===== config.mk =====
export PLATFORM = sky130hd
export DESIGN_NAME = lcd_ctrl_flat
export DESIGN_NICKNAME = d
export VERILOG_FILES = /design/src/rtl/lcd_pkg.sv /design/src/rtl/lcd_ctrl_if.sv /design/src/rtl/lcd_timer.sv /design/src/rtl/lcd_ctrl.sv /design/src/flat_wrapper.sv
export SDC_FILE = /design/constraint.sdc
export NUM_CORES = 1
export LEC_CHECK = 0
export CAP_MARGIN = 15
export CELL_PAD_IN_SITES_DETAIL_PLACEMENT = 1
export CELL_PAD_IN_SITES_GLOBAL_PLACEMENT = 1
export CORE_MARGIN = 10
export CORE_UTILIZATION = 35
export CTS_CLUSTER_SIZE = 25
export DETAILED_ROUTE_END_ITERATION = 8
export DONT_BUFFER_PORTS = 1
export PLACE_DENSITY = 0.66
export REMOVE_ABC_BUFFERS = 1
export SLEW_MARGIN = 15
export SYNTH_ARGS = -nofsm -noshare
export SYNTH_HDL_FRONTEND = slang
export SYNTH_SLANG_ARGS = --single-unit

===== constraint.sdc =====
create_clock -name clk_i -period 3.4 [get_ports clk_i]
set_input_delay 0.68 -clock clk_i [delete_from_list [all_inputs] [get_ports clk_i]]
set_output_delay 0.68 -clock clk_i [all_outputs]
set_load 0.005 [all_outputs]

===== src/rtl/lcd_pkg.sv =====
// Shared types, opcodes and helpers for the character-LCD controller.
package lcd_pkg;

  typedef enum logic [2:0] {
    StPowerOn,
    StIdle,
    StSetup,
    StPulse,
    StHold,
    StWait
  } lcd_state_e;

  localparam logic [7:0] LCD_CLEAR = 8'h01;
  localparam logic [7:0] LCD_HOME  = 8'h02;

  // Power-on init: function set, display on, clear, entry mode (index 0 first).
  localparam logic [3:0][7:0] INIT_CMDS = {8'h06, 8'h01, 8'h0C, 8'h38};

  // Clear and home (0x02/0x03) need the long execution wait.
  function automatic logic is_long_cmd(logic rs, logic [7:0] data);
    return !rs && ((data == LCD_CLEAR) || (data[7:1] == LCD_HOME[7:1]));
  endfunction

  function automatic int unsigned max_u(int unsigned a, int unsigned b);
    return (a > b) ? a : b;
  endfunction

endpackage


===== src/rtl/lcd_ctrl_if.sv =====
// Command handshake between the core's LCD port and the controller.
interface lcd_ctrl_if;
  logic       cmd_valid;
  logic       cmd_ready;
  logic       cmd_rs;
  logic [7:0] cmd_data;

  modport master (output cmd_valid, output cmd_rs, output cmd_data, input cmd_ready);
  modport slave  (input cmd_valid, input cmd_rs, input cmd_data, output cmd_ready);
endinterface


===== src/rtl/lcd_timer.sv =====
// Loadable down-counter shared by every timed phase; done while the count is zero.
module lcd_timer #(
  parameter int unsigned       Width    = 8,
  parameter logic [Width-1:0] ResetVal = '0
) (
  input  logic             clk_i,
  input  logic             rst_ni,
  input  logic             load_i,
  input  logic [Width-1:0] load_val_i,
  output logic             done_o
);

  logic [Width-1:0] cnt_q;

  // Load takes priority; otherwise count down and park at zero.
  always_ff @(posedge clk_i or negedge rst_ni) begin
    if (!rst_ni) begin
      cnt_q <= ResetVal;
    end else if (load_i) begin
      cnt_q <= load_val_i;
    end else if (cnt_q != '0) begin
      cnt_q <= cnt_q - Width'(1);
    end
  end

  assign done_o = (cnt_q == '0);

endmodule


===== src/rtl/lcd_ctrl.sv =====
// Write-only HD44780 controller: power-on init, then one timed bus cycle per request.
module lcd_ctrl
  import lcd_pkg::*;
#(
  parameter int unsigned T_POWERON    = 20000,
  parameter int unsigned T_SETUP      = 2,
  parameter int unsigned T_PULSE      = 12,
  parameter int unsigned T_HOLD       = 2,
  parameter int unsigned T_WAIT       = 2000,
  parameter int unsigned T_CLEAR_WAIT = 80000
) (
  input  logic       clk_i,
  input  logic       rst_ni,
  lcd_ctrl_if.slave  cmd,
  output logic       init_done_o,
  output logic       lcd_on_o,
  output logic       lcd_en_o,
  output logic       lcd_rs_o,
  output logic       lcd_rw_o,
  output logic [7:0] lcd_data_o
);

  localparam int unsigned MaxT = max_u(max_u(max_u(T_POWERON, T_SETUP), max_u(T_PULSE, T_HOLD)),
                                       max_u(T_WAIT, T_CLEAR_WAIT));
  localparam int unsigned CntW = $clog2(MaxT) + 1;

  lcd_state_e      state_q;
  logic [1:0]      idx_q;
  logic            init_done_q, lcd_on_q, en_q, rs_q, ready_q;
  logic [7:0]      data_q;
  logic            tmr_load, tmr_done;
  logic [CntW-1:0] tmr_val;

  // Reload the timer with (phase length - 1) on every transition into a timed phase.
  always_comb begin
    tmr_load = 1'b0;
    tmr_val  = '0;
    unique case (state_q)
      StPowerOn: if (tmr_done) begin
        tmr_load = 1'b1;
        tmr_val  = CntW'(T_SETUP - 1);
      end
      StIdle: if (cmd.cmd_valid && ready_q) begin
        tmr_load = 1'b1;
        tmr_val  = CntW'(T_SETUP - 1);
      end
      StSetup: if (tmr_done) begin
        tmr_load = 1'b1;
        tmr_val  = CntW'(T_PULSE - 1);
      end
      StPulse: if (tmr_done) begin
        tmr_load = 1'b1;
        tmr_val  = CntW'(T_HOLD - 1);
      end
      StHold: if (tmr_done) begin
        tmr_load = 1'b1;
        tmr_val  = is_long_cmd(rs_q, data_q) ? CntW'(T_CLEAR_WAIT - 1) : CntW'(T_WAIT - 1);
      end
      StWait: if (tmr_done && !init_done_q && (idx_q != 2'd3)) begin
        tmr_load = 1'b1;
        tmr_val  = CntW'(T_SETUP - 1);
      end
      default: ;
    endcase
  end

  lcd_timer #(
    .Width    (CntW),
    .ResetVal (CntW'(T_POWERON - 1))
  ) u_timer (
    .clk_i      (clk_i),
    .rst_ni     (rst_ni),
    .load_i     (tmr_load),
    .load_val_i (tmr_val),
    .done_o     (tmr_done)
  );

  // Sequencer with registered bus and handshake outputs.
  always_ff @(posedge clk_i or negedge rst_ni) begin
    if (!rst_ni) begin
      state_q     <= StPowerOn;
      idx_q       <= 2'd0;
      init_done_q <= 1'b0;
      lcd_on_q    <= 1'b0;
      en_q        <= 1'b0;
      rs_q        <= 1'b0;
      data_q      <= 8'h00;
      ready_q     <= 1'b0;
    end else begin
      lcd_on_q <= 1'b1;
      unique case (state_q)
        StPowerOn: if (tmr_done) begin
          rs_q    <= 1'b0;
          data_q  <= INIT_CMDS[idx_q];
          state_q <= StSetup;
        end
        StIdle: if (cmd.cmd_valid && ready_q) begin
          rs_q    <= cmd.cmd_rs;
          data_q  <= cmd.cmd_data;
          ready_q <= 1'b0;
          state_q <= StSetup;
        end
        StSetup: if (tmr_done) begin
          en_q    <= 1'b1;
          state_q <= StPulse;
        end
        StPulse: if (tmr_done) begin
          en_q    <= 1'b0;
          state_q <= StHold;
        end
        StHold: if (tmr_done) begin
          state_q <= StWait;
        end
        StWait: if (tmr_done) begin
          if (!init_done_q && (idx_q != 2'd3)) begin
            idx_q   <= idx_q + 2'd1;
            data_q  <= INIT_CMDS[idx_q + 2'd1];
            state_q <= StSetup;
          end else begin
            init_done_q <= 1'b1;
            ready_q     <= 1'b1;
            state_q     <= StIdle;
          end
        end
        default: state_q <= StPowerOn;
      endcase
    end
  end

  assign cmd.cmd_ready = ready_q;
  assign init_done_o   = init_done_q;
  assign lcd_on_o      = lcd_on_q;
  assign lcd_en_o      = en_q;
  assign lcd_rs_o      = rs_q;
  assign lcd_rw_o      = 1'b0;
  assign lcd_data_o    = data_q;

endmodule


===== src/flat_wrapper.sv =====
// flat-port wrapper written by rule: the top's interface ports become plain ports
module lcd_ctrl_flat import lcd_pkg::*;
#(
  parameter int unsigned T_POWERON    = 20000,
  parameter int unsigned T_SETUP      = 2,
  parameter int unsigned T_PULSE      = 12,
  parameter int unsigned T_HOLD       = 2,
  parameter int unsigned T_WAIT       = 2000,
  parameter int unsigned T_CLEAR_WAIT = 80000
)
  (clk_i, rst_ni, init_done_o, lcd_on_o, lcd_en_o, lcd_rs_o, lcd_rw_o, lcd_data_o, cmd_cmd_valid, cmd_cmd_rs, cmd_cmd_data, cmd_cmd_ready);
  lcd_ctrl_if cmd_i ();
  input  logic clk_i;
  input  logic rst_ni;
  output logic init_done_o;
  output logic lcd_on_o;
  output logic lcd_en_o;
  output logic lcd_rs_o;
  output logic lcd_rw_o;
  output logic [7:0] lcd_data_o;
  input wire logic [$bits(cmd_i.cmd_valid)-1:0] cmd_cmd_valid;
  input wire logic [$bits(cmd_i.cmd_rs)-1:0] cmd_cmd_rs;
  input wire logic [$bits(cmd_i.cmd_data)-1:0] cmd_cmd_data;
  output wire logic [$bits(cmd_i.cmd_ready)-1:0] cmd_cmd_ready;
  assign cmd_i.cmd_valid = cmd_cmd_valid;
  assign cmd_i.cmd_rs = cmd_cmd_rs;
  assign cmd_i.cmd_data = cmd_cmd_data;
  assign cmd_cmd_ready = cmd_i.cmd_ready;
  lcd_ctrl #(.T_POWERON(T_POWERON), .T_SETUP(T_SETUP), .T_PULSE(T_PULSE), .T_HOLD(T_HOLD), .T_WAIT(T_WAIT), .T_CLEAR_WAIT(T_CLEAR_WAIT)) u_core (.clk_i(clk_i), .rst_ni(rst_ni), .cmd(cmd_i), .init_done_o(init_done_o), .lcd_on_o(lcd_on_o), .lcd_en_o(lcd_en_o), .lcd_rs_o(lcd_rs_o), .lcd_rw_o(lcd_rw_o), .lcd_data_o(lcd_data_o));
endmodule

==> results of run 1 <==
==> layout make-up <==
type | instances | area share, %
clock inverters | 2 | 1.54
well taps | 75 | 4.13
repair buffers | 3 | 0.991
multi-input cells | 163 | 49.0
clock buffers | 6 | 3.19
flip-flops and latches | 36 | 40.1
inverters | 6 | 0.991
==> worst max-delay path, cell delays in order (launching register included) <==
cell and delay (ps):
dfrtp_1 470, ha_1 290, or3b_1 440, mux2_2 280, or3_4 340, a21oi_4 270, mux2_2 370
==> layout by cell type (no fill, tap or decap), drive strengths merged, types with 6 or more instances in the layout <==
master	instances
o21ai	27
dfrtp	27
nor2	19
nand2	14
xor2	10
a21oi	10
dfstp	9
nor3	9
mux2	8
ha	8
nand2b	7
inv	6
clkbuf	6
==> per-stage QoR <==
stage	instances	utilization (%)	total power [mW]	setup WS, ps
after floorplan	205	-	0.444	1000
after global placement	283	37.0	0.446	895
after detailed placement	283	37.0	0.446	833
after CTS	291	38.9	0.823	826
after global routing	291	38.9	0.848	711
final	291	38.9	0.813	836
==> synthesized netlist by cell type, types with 4 or more instances <==
cell type	n	area share (%)
xor2_1	10	4.2
dfrtp_1	27	32
nand2b_1	6	1.8
dfstp_2	9	11
o21ai_0	27	6.5
nor3_1	7	1.7
nor2_1	19	3.4
a21oi_1	9	2.2
mux2_2	8	4.3
clkbuf_1	8	1.4
inv_1	6	1.1
ha_1	8	4.8
xnor2_1	5	2.1
or3_1	4	1.2
nand2_1	13	2.3
nor4_1	5	1.5
==> sequential cells by signal, indices dropped and copies added (netlist names) <==
register / flops
u_core.lcd_en_o: 1
u_core.cmd.cmd_ready: 1
u_core.idx_q: 2
u_core.lcd_rs_o: 1
u_core.u_timer.cnt_q: 18
u_core.init_done_o: 1
u_core.state_q: 3
u_core.lcd_on_o: 1
u_core.lcd_data_o: 8
==> worst paths after layout <==
| kind | from | end | slack (ps) | depth (start not counted) |
|---|---|---|---|---|
| setup reg to reg | u_core.idx_q[0]$_DFFE_PN0P_ | u_core.lcd_data_o[2]$_DFFE_PN0P_ | 840 | 6 |
| max in group asynchronous | rst_ni | u_core.u_timer.cnt_q[14]$_DFFE_PN1P_ | 3140 | 0 |
| min in group clk_i | u_core.u_timer.cnt_q[14]$_DFFE_PN1P_ | u_core.u_timer.cnt_q[14]$_DFFE_PN1P_ | 500 | 2 |
| hold / removal | rst_ni | u_core.u_timer.cnt_q[8]$_DFFE_PN0P_ | 80 | 0 |
| hold reg to reg | u_core.u_timer.cnt_q[14]$_DFFE_PN1P_ | u_core.u_timer.cnt_q[14]$_DFFE_PN1P_ | 500 | 2 |
| setup / recovery | u_core.idx_q[0]$_DFFE_PN0P_ | u_core.lcd_data_o[2]$_DFFE_PN0P_ | 840 | 6 |
==> metal layers <==
metal	share of wire, %	GRT usage (%)
met5	0	0
met4	1.7	3.36
met3	5.3	3.84
met2	48	18.6
met1	45	13.4
==> report_power, final <==
part | internal [mW] | switching (mW) | total (mW)
Sequential | 0.430 | 0.000903 | 0.431
Combinational | 0.00321 | 0.00369 | 0.00690
Clock | 0.218 | 0.158 | 0.376
==> kinds of logic (layout without fill, tap and decap cells) <==
group | count (synthesis) | after routing | synth area share [%]
XOR/XNOR | 15 | 15 | 6.28
adder cells (fa/ha/maj) | 8 | 8 | 4.78
flip-flops | 36 | 36 | 43.6
multiplexers | 11 | 11 | 5.74
buffers and inverters | 16 | 17 | 3.11
other | 2 | 2 | 0.359
AND/OR/NAND/NOR | 76 | 76 | 21.0
AO/OA/AOI/OAI | 51 | 51 | 15.1
==> out/metrics.yaml, run 1 <==
synthArstFlopShare_pct: 100
die_h_um: 97.3
fillers: 674
multiInputGateArea_um2: 1110
cts_hold_buf: 0
via_count: 1533
finalInstanceArea_um2: 2270
postSynthCellCount: 215
ys_ff_latch: 36
core_um2: 5850
drc_errors: 0
rows: 28
fin_crit_sh_pct: 75.4
routed_wl_um: 5240
clock_skew_ps: 4.09
p_per_area_nw_per_um2: 358
diodes: 0
cts-resized-gates: 0
whs_ps: 78.8
synth_edf_count: 0
syn_to_final_growth_pct: 8.67
post_cts_buffers: 0
crit_path_end_kind: "flip-flop"
cts_root_buffer: "clkbuf_8"
period_needed_ps: 2560
grt_pass1_vias: 1660
finalSetupViolations: 0
cts_tree: "yes"
seqCellArea_um2: 912
grt-ovfl-total: 0
cts.path.max_buffers: 2
min_path_type: "primary input to async pin"
drive_above_1_share_pct: 16.2
vias_per_cell: 5.27
rsz0062_at_grt: "false"
dieArea_um2: 9470
power.leakage_nw: 0.826
drt-wirelength-per-cell_um: 18.0
cp.arrival_ps: 2740
synth_ff_type: "dfrtp_1"
finalSetupTns_ps: 0
tightest_slew_ps: 843
htreeDepth: 2
dpl_cell_area_um2: 2170
slew_headroom_pct: 43.1
required_ps: 3580
start_kind: "flip-flop"
crit_type: "flip-flop to flip-flop"
fin_nets: 235
dr.first_iter.drc_count: 27
groute.usage.overall_pct: 11.2
clock-sinks: 36
cts_inserted_buffers: 5
yosysSeqAreaShare_pct: 43.6
syn_area_um2: 2090
portBuffers: 0
finalMaxSlewViolations: 0
initial_core_util_pct: 35.8
ir_drop_mv: 0.169
outcome: "finished, final reports clean"
clk_latency_ps: 290
clk_pin_slew_ps: 80
maxCapViolCount: 0
yosysWarnings: 0
io_pins: 26
hold_viol_final: 0
drt-pass1-iter-count: 4
fmaxAchievable_mhz: 390
yosysUniqueCellTypes: 47
crit_fanout: 8
avgSynthCellArea_um2: 9.73
antenna_found_initial: 0
detail-route-antenna-nets: 0
grt_pass1_wl_um: 8870
post-dp-hpwl_um: 3840
grt_max_degree: 37
gp_routability_congestion: 0.738
fp.dieW_um: 97.3
Note: power is estimated with default switching activity, not from simulation.
==> inputs of run 2 (changes only) <==
PLACE_DENSITY = 0.68   (was 0.66)
clock period = 2.1 ns   (was 3.4 ns; I/O delays follow)
==> run 2 against run 1 <==
Effect of this change: the run now ends with negative setup slack left; global-route usage is 1.4 points higher; sequential share of layout area is 6.4 points lower; design area is 19% higher.
==> out/metrics.yaml, run 2 (synthesis results as in run 1) <==
outcome: "finished, violations left"
violations: "negative setup slack"
rows: 28  # unchanged
cts_inserted_buffers: 5  # unchanged
tightest_slew_ps: 697  # -146 ps
cp.arrival_ps: 2500  # -240 ps
syn_to_final_growth_pct: 29.4
final_common_cell: "buf_4"
required_ps: 2280  # -1300 ps
fp.dieW_um: 97.3  # unchanged
vias_per_cell: 5.23  # -0.80%
fin_crit_sh_pct: 110  # +35 points
drive_above_1_share_pct: 33.1  # +17 points
fmaxAchievable_mhz: 432  # +11%
clk_pin_slew_ps: 80  # about the same
portBuffers: 0  # unchanged
core_um2: 5850  # unchanged
grt_max_degree: 37  # unchanged
min_path_type: "primary input to flip-flop"
cts_tree: "yes"
grt_pass1_wl_um: 10000  # +13%
layout.cells.non_filler: 332  # +14%
htreeDepth: 2  # unchanged
clock-sinks: 36  # unchanged
hold_viol_final: 0  # unchanged
ir_drop_mv: 0.337  # +100%
top_register: "u_core.u_timer.cnt_q"
cts_root_buffer: "clkbuf_8"
detail-route-antenna-nets: 0  # unchanged
rsz0062_at_grt: "true"
crit_fanout: 8  # unchanged
die_h_um: 97.3  # unchanged
grt_pass1_vias: 1943  # +17%
io_pins: 26  # unchanged
diodes: 0  # unchanged
routed_wl_um: 5820  # +11%
crit_type: "flip-flop to flip-flop"
dr.first_iter.drc_count: 56  # +110%
post-dp-hpwl_um: 4200  # +9.3%
fillers: 659  # -2.2%
period_needed_ps: 2320  # -249 ps
maxCapViolCount: 0  # unchanged
drt-pass1-iter-count: 4  # unchanged
finalSetupViolations: 15  # +15
drt-wirelength-per-cell_um: 17.5  # -2.6%
start_kind: "flip-flop"
via_count: 1735  # +13%
dieArea_um2: 9470  # unchanged
dp_cells: 317  # +12%
cts.path.max_buffers: 2  # unchanged
grt-ovfl-total: 0  # unchanged
crit_path_end_kind: "flip-flop"
power.leakage_nw: 1.10  # +34%
groute.usage.overall_pct: 12.7  # +1.4 points
initial_core_util_pct: 35.8  # unchanged
drc_errors: 0  # unchanged
clock_skew_ps: 5.62  # +1.54 ps
setup_slack_ps: -215  # -1050 ps
fin_nets: 276  # +17%
gp_routability_congestion: 0.752  # +1.9%
antenna_found_initial: 0  # unchanged
layout_common_cells: "buf_4, dfrtp_1, o21ai_0"
p_per_area_nw_per_um2: 521  # +46%
finalMaxSlewViolations: 0  # unchanged
clk_latency_ps: 290  # about the same
largest_reg_flops: 18  # unchanged
post-place-ws_ps: -291  # -1120 ps
slew_headroom_pct: 52.9  # +9.8 points
==> run 2: changes by cell type in the layout (fill, tap and decap cells not counted), sizes merged <==
| cell | delta |
|---|---|
| buf | +40 |
| clkbuf | +1 |
| clkinv | -1 |
| dlygate4sd3 | +1 |
==> run 2: through the flow <==
step / TNS [ps] / cell area (µm²) / hold WS (ps) / util [%] / power [mW]
global placement: -1510 / 2430 / 126 / 41.6 / 0.722
global route: -3310 / 2710 / 248 / 46.3 / 1.47
floorplan: -2020 / 2050 / 124 / - / 0.719
finish: -1480 / 2710 / 246 / 46.3 / 1.41
detailed placement: -2310 / 2430 / 126 / 41.6 / 0.722
CTS: -1470 / 2680 / 236 / 45.9 / 1.43
==> run 2: final cells by class <==
cell class / instances / area, µm² / share of cell area, %
Multi-Input combinational cell: 163 / 1180 / 43.5
Sequential cell: 36 / 912 / 33.7
Timing Repair Buffer: 44 / 374 / 13.8
Clock buffer: 7 / 96.3 / 3.56
Tap cell: 75 / 93.8 / 3.47
Clock inverter: 1 / 30.0 / 1.11
Inverter: 6 / 22.5 / 0.832
==> run 2: routing by layer <==
| layer | global-route usage (%) | wire length, µm | up-vias |
|---|---|---|---|
| met5 | 0 | 0 | - |
| li1 | - | - | 845 |
| met4 | 3.13 | 49 | 0 |
| met1 | 15.0 | 2580 | 861 |
| met2 | 21.1 | 2900 | 25 |
| met3 | 4.69 | 294 | 4 |
==> run 2: path summary, 6_finish.rpt <==
kind / from / to / slack (ps) / cells after the start
min in group asynchronous: rst_ni / u_core.u_timer.cnt_q[13]$_DFFE_PN0P_ / 600 / 2
setup / recovery: u_core.idx_q[1]$_DFFE_PN0P_ / u_core.lcd_data_o[2]$_DFFE_PN0P_ / -220 / 7
setup reg to reg: u_core.idx_q[1]$_DFFE_PN0P_ / u_core.lcd_data_o[2]$_DFFE_PN0P_ / -220 / 7
hold / removal: cmd_cmd_data[7] / u_core.lcd_data_o[7]$_DFFE_PN0P_ / 250 / 2
hold reg to reg: u_core.lcd_en_o$_DFFE_PN0P_ / u_core.lcd_en_o$_DFFE_PN0P_ / 560 / 2
max in group asynchronous: rst_ni / u_core.u_timer.cnt_q[4]$_DFFE_PN1P_ / 1240 / 2
==> run 2: what timing repair did <==
item | 4_1_cts | 5_1_grt
hold endpoints to repair | 36 | 0
gates resized for setup | 13 | 6
hold buffers | 2 | 0
setup buffers | 5 | 0
pin swaps | 7 | 0
setup endpoints to repair | 27 | 25
==> run 2: critical path, stage by stage, from the launching register on <==
cell and delay (ps):
dfrtp_1 410, ha_2 210, or3b_1 360, mux2_4 270, or3_4 340, a21oi_4 150, buf_12 140, mux2_2 320
==> run 2: power breakdown <==
part / total (mW) / leakage, nW / internal (mW) / switching [mW]
Clock: 0.681 / 0.0645 / 0.419 / 0.262
Combinational: 0.0316 / 0.640 / 0.0107 / 0.0209
Sequential: 0.697 / 0.399 / 0.696 / 0.00188
Total: 1.41 / 1.10 / 1.13 / 0.284
